<file path="src/rtl/rr_arbiter8_if.sv">
// Request/grant bundle between eight requesters and the round-robin arbiter.
interface rr_arbiter8_if;
  logic [7:0] req;
  logic       done;
  logic [7:0] gnt;
  logic [2:0] gnt_idx;
  logic       gnt_valid;
  logic       timeout;

  modport master (
    output req,
    output done,
    input  gnt,
    input  gnt_idx,
    input  gnt_valid,
    input  timeout
  );

  modport slave (
    input  req,
    input  done,
    output gnt,
    output gnt_idx,
    output gnt_valid,
    output timeout
  );
endinterface

</file>
<file path="src/rtl/rr_arbiter8.sv">
// Eight-way round-robin arbiter with registered one-hot grant, encoded index and
// forced release after HOLD_MAX cycles of ownership.
module rr_arbiter8 #(
  parameter int unsigned HOLD_MAX = 16
) (
  input  logic             clk,
  input  logic             rst,
  rr_arbiter8_if.slave     bus
);

  typedef enum logic [1:0] {StIdle, StGrant, StRel} state_e;

  state_e     state_q;
  logic [2:0] ptr_q;
  logic [7:0] hold_q;
  logic [7:0] gnt_q;
  logic [2:0] idx_q;
  logic       valid_q;
  logic       timeout_q;

  logic       win_found;
  logic [2:0] win_idx;
  logic [2:0] cand;
  logic       owner_req;
  logic       hit_max;
  logic       release_now;

  // Scan from ptr upward with natural 3-bit wrap; first set bit wins.
  always_comb begin
    win_found = 1'b0;
    win_idx   = 3'd0;
    cand      = 3'd0;
    for (int i = 0; i < 8; i++) begin
      cand = ptr_q + 3'(i);
      if (!win_found && bus.req[cand]) begin
        win_found = 1'b1;
        win_idx   = cand;
      end
    end
  end

  always_comb begin
    owner_req   = bus.req[idx_q];
    hit_max     = (hold_q == 8'(HOLD_MAX));
    release_now = bus.done || !owner_req || hit_max;
  end

  always_ff @(posedge clk or posedge rst) begin
    if (rst) begin
      state_q   <= StIdle;
      ptr_q     <= 3'd0;
      hold_q    <= 8'd0;
      gnt_q     <= 8'd0;
      idx_q     <= 3'd0;
      valid_q   <= 1'b0;
      timeout_q <= 1'b0;
    end else begin
      timeout_q <= 1'b0;
      case (state_q)
        StIdle: begin
          if (win_found) begin
            state_q <= StGrant;
            gnt_q   <= 8'd1 << win_idx;
            idx_q   <= win_idx;
            valid_q <= 1'b1;
            hold_q  <= 8'd1;
          end
        end
        StGrant: begin
          if (release_now) begin
            state_q   <= StRel;
            gnt_q     <= 8'd0;
            idx_q     <= 3'd0;
            valid_q   <= 1'b0;
            ptr_q     <= idx_q + 3'd1;
            hold_q    <= 8'd0;
            // done and withdrawal both take precedence over a timeout report.
            timeout_q <= hit_max && !bus.done && owner_req;
          end else if (hold_q != 8'hFF) begin
            hold_q <= hold_q + 8'd1;
          end
        end
        StRel:   state_q <= StIdle;
        default: state_q <= StIdle;
      endcase
    end
  end

  assign bus.gnt       = gnt_q;
  assign bus.gnt_idx   = idx_q;
  assign bus.gnt_valid = valid_q;
  assign bus.timeout   = timeout_q;

endmodule

</file>
<file path="src/flat_wrapper.sv">
// flat-port wrapper written by rule: the top's interface ports become plain ports
module rr_arbiter8_flat 
#(
  parameter int unsigned HOLD_MAX = 16
)
  (clk, rst, bus_req, bus_done, bus_gnt, bus_gnt_idx, bus_gnt_valid, bus_timeout);
  rr_arbiter8_if bus_i ();
  input  logic clk;
  input  logic rst;
  input wire logic [$bits(bus_i.req)-1:0] bus_req;
  input wire logic [$bits(bus_i.done)-1:0] bus_done;
  output wire logic [$bits(bus_i.gnt)-1:0] bus_gnt;
  output wire logic [$bits(bus_i.gnt_idx)-1:0] bus_gnt_idx;
  output wire logic [$bits(bus_i.gnt_valid)-1:0] bus_gnt_valid;
  output wire logic [$bits(bus_i.timeout)-1:0] bus_timeout;
  assign bus_i.req = bus_req;
  assign bus_i.done = bus_done;
  assign bus_gnt = bus_i.gnt;
  assign bus_gnt_idx = bus_i.gnt_idx;
  assign bus_gnt_valid = bus_i.gnt_valid;
  assign bus_timeout = bus_i.timeout;
  rr_arbiter8 #(.HOLD_MAX(HOLD_MAX)) u_core (.clk(clk), .rst(rst), .bus(bus_i));
endmodule
</file>
<file path="config.mk">
export PLATFORM = sky130hd
export DESIGN_NAME = rr_arbiter8_flat
export DESIGN_NICKNAME = d
export VERILOG_FILES = /design/src/rtl/rr_arbiter8_if.sv /design/src/rtl/rr_arbiter8.sv /design/src/flat_wrapper.sv
export SDC_FILE = /design/constraint.sdc
export NUM_CORES = 1
export LEC_CHECK = 0
export BUFFER_PORTS_ARGS = -buffer_cell sky130_fd_sc_hd__buf_4
export CAP_MARGIN = 5
export CORE_ASPECT_RATIO = 0.8
export CORE_UTILIZATION = 59
export DETAILED_ROUTE_END_ITERATION = 12
export GPL_TIMING_DRIVEN = 0
export MAX_ROUTING_LAYER = met4
export PLACE_DENSITY = 0.91
export SLEW_MARGIN = 40
export SYNTH_ARGS = -nofsm -noshare
export SYNTH_HDL_FRONTEND = slang
export SYNTH_SLANG_ARGS = --single-unit
</file>
<file path="constraint.sdc">
create_clock -name clk -period 4.48 [get_ports clk]
set_input_delay 0.896 -clock clk [delete_from_list [all_inputs] [get_ports clk]]
set_output_delay 0.896 -clock clk [all_outputs]
set_load 0.05 [all_outputs]
</file>
==> metrics.txt <==
status completed; CTS sink cnt 26; startpoint type of the worst setup path register; Seq/Total Area, Yosys 29.1%; worst min-delay path category register to register; postcts setup bufs 0; clock skew 0.00287 ns; Synth async-reset ratio 100%; Post-CTS Resized 0; achievable frequency 255 MHz; Ports 24; fin crit period 3.92 ns; mux share of post-synthesis cell area 21.4%; clock slew at reported path FFs 0.09 ns; WL/cell 20.0 um; CTS tree built; crit path from u_core.ptr_q[1]$_DFFE_PP0P_; Ys Warns 0; commonest non-fill, non-tap cell in the layout nand2_1; Final Setup Violations 0; Rows 19; Synth Area in Adders 2.80%; share of cells above drive strength 1 24.4%; total grt overflow 0; CP Class register to register; Arrival @ worst endpoint 4.09 ns; Antenna Cells 0; Tcrit/Tclk final 87.5%; setup slack after layout 0.561 ns; Critical Path RT 4.65 ns; Syn Std Cell Area 2240 um2; initial antenna violation count 0; Die X 70.8 um; vias per cell 7.13; #FFs+latches synth 26; post-synthesis xor/xnor area fraction 1.57%; floorplan die height 57.1 um; DRT iter0 DRCs 139; Post-synth EDFFs 0; Slew @ Worst Pin 0.688 ns; core area 3520 um2; Post-synth top flop dfrtp_1; Worst R2R Start u_core.ptr_q[1]$_DFFE_PP0P_; Avg Cell Area, Syn 9.85 um2; Cell variety after synth 54; Routed WL 5930 um; drt pass-1 iters 5; Nets 271; Hold Startpoint u_core.bus.gnt[5]$_DFFE_PP0P_; Max Cap Viol 0; H-tree depth 1; worst-path fanout max 10; DIE AREA 4040 um2; simple logic cell fraction of the synthesized area 17.5%; first-pass GRT wire length 10,000 um; GRT Total Usage 32.7%; RSZ-0062 raised after global routing no; dpl hpwl 4380 um; area grow syn2layout 13.3%; pre-CTS setup slack 0.706 ns; Final TNS setup 0 ns; endpoint type of the worst setup path register; largest net degree at the start of global routing 27; via count 2,110; Slew Limit Fails 0; vias in the first global route 2,100; slew margin rel. 54.1%; Post-CTS Hold Fix Bufs 0; clock root cell clkbuf_8; final hold vios 0; post-synthesis compound-gate area fraction 21.8%; clock latency at the later pin of the worst-skew pair 0.27 ns; number of port buffers 23; syn nets 243; most frequent cells in the layout nand2_1, dfrtp_1, buf_4; GPL Wtd Cong 1.01; Mapped Cells 227; Antenna Nets Post-Route 0; Post-route DRC 0; CTS Buffer Depth 2; main combinational cell family by area after synthesis compound AO/OA/AOI/OAI gates; CTS Buf Count 3; Initial Utilization 63.5%
## stage by stage
step,hold WS [ns],utilization (%),cell area (um2),std cells
after CTS,0.488,72.0,2530,296
after global routing,0.512,72.0,2530,296
final,0.489,72.0,2530,296
after global placement,0.465,70.0,2460,292
after detailed placement,0.465,70.0,2460,292
after floorplan,0.487,-,2240,227
## path summary, 6_finish.rpt
check                                           endpoint  slack, ns  cells past startpoint
max                        u_core.bus.gnt[2]$_DFFE_PP0P_       0.56                     10
min                        u_core.bus.gnt[5]$_DFFE_PP0P_       0.49                      2
max reg2reg                u_core.bus.gnt[2]$_DFFE_PP0P_       0.56                     10
min reg2reg                u_core.bus.gnt[5]$_DFFE_PP0P_       0.49                      2
max in group asynchronous   u_core.hold_q[6]$_DFFE_PP0P_       3.46                      2
min in group asynchronous  u_core.bus.gnt[3]$_DFFE_PP0P_       0.66                      2
## synth_stat cells (2+ instances only)
master | number | area [um2]
nand2_1 | 32 | 120
dfrtp_1 | 26 | 651
inv_1 | 18 | 67.6
mux4_2 | 13 | 293
o21ai_0 | 12 | 60.1
mux2i_1 | 10 | 100
a21oi_1 | 9 | 45.0
nand3_1 | 8 | 40.0
nor2_1 | 8 | 30.0
o31ai_1 | 8 | 60.1
ha_1 | 5 | 62.6
nor2b_1 | 5 | 31.3
or4_1 | 5 | 37.5
a31oi_1 | 4 | 25.0
mux2_2 | 4 | 45.0
a22o_1 | 3 | 26.3
a32o_1 | 3 | 30.0
buf_2 | 3 | 15.0
buf_6 | 3 | 33.8
nor3_1 | 3 | 15.0
or3_1 | 3 | 18.8
a22oi_1 | 2 | 15.0
buf_4 | 2 | 15.0
nand2b_1 | 2 | 12.5
nor4_1 | 2 | 12.5
o211ai_1 | 2 | 15.0
o21ai_1 | 2 | 10.0
o311ai_2 | 2 | 32.5
xnor2_1 | 2 | 17.5
xor2_1 | 2 | 17.5
## metal layers
layer | global-route usage (%) | wire (um) | share of wire, % | vias up
li1 | - | - | - | 926
met1 | 43.4 | 2340 | 39 | 1029
met2 | 51.0 | 2830 | 48 | 136
met3 | 7.24 | 620 | 10 | 19
met4 | 10.0 | 143 | 2.4 | 0
met5 | - | 0 | 0 | -
## state kept, by name, summed over array words and instances (netlist names)
| signal | flops |
|---|---|
| u_core.bus.gnt_valid | 1 |
| u_core.ptr_q | 3 |
| u_core.hold_q | 8 |
| u_core.state_q | 2 |
| u_core.bus.timeout | 1 |
| u_core.bus.gnt_idx | 3 |
| u_core.bus.gnt | 8 |
## kinds of logic after synthesis
family	count (synthesis)
DFF	26
and+or+nand+nor	76
AOI/OAI and AO/OA	61
muxes	29
buffers and inverters	26
xor gates and xnor gates	4
adders and majority gates	5
## worst max-delay path, stage by stage (launching register included)
cell and delay, ns:
dfrtp_1 0.53, buf_2 0.31, inv_1 0.18, ha_1 0.42, mux4_1 0.66, mux2i_1 0.38, or3_1 0.17, a31oi_1 0.10
a221oi_2 0.64, inv_1 0.13, a32o_1 0.27
## layout make-up
cell class	instances	area (um2)
repair buffers	23	173
multi-input cells	175	1450
inverters	18	67.6
clock buffers	3	41.3
plain buffers	8	63.8
fillers	242	986
clock inverters	1	30.0
well taps	42	52.6
flip-flops and latches	26	651
Power is not shown: default switching activity piles up to over one toggle a cycle in this logic, so the estimate is an artifact.
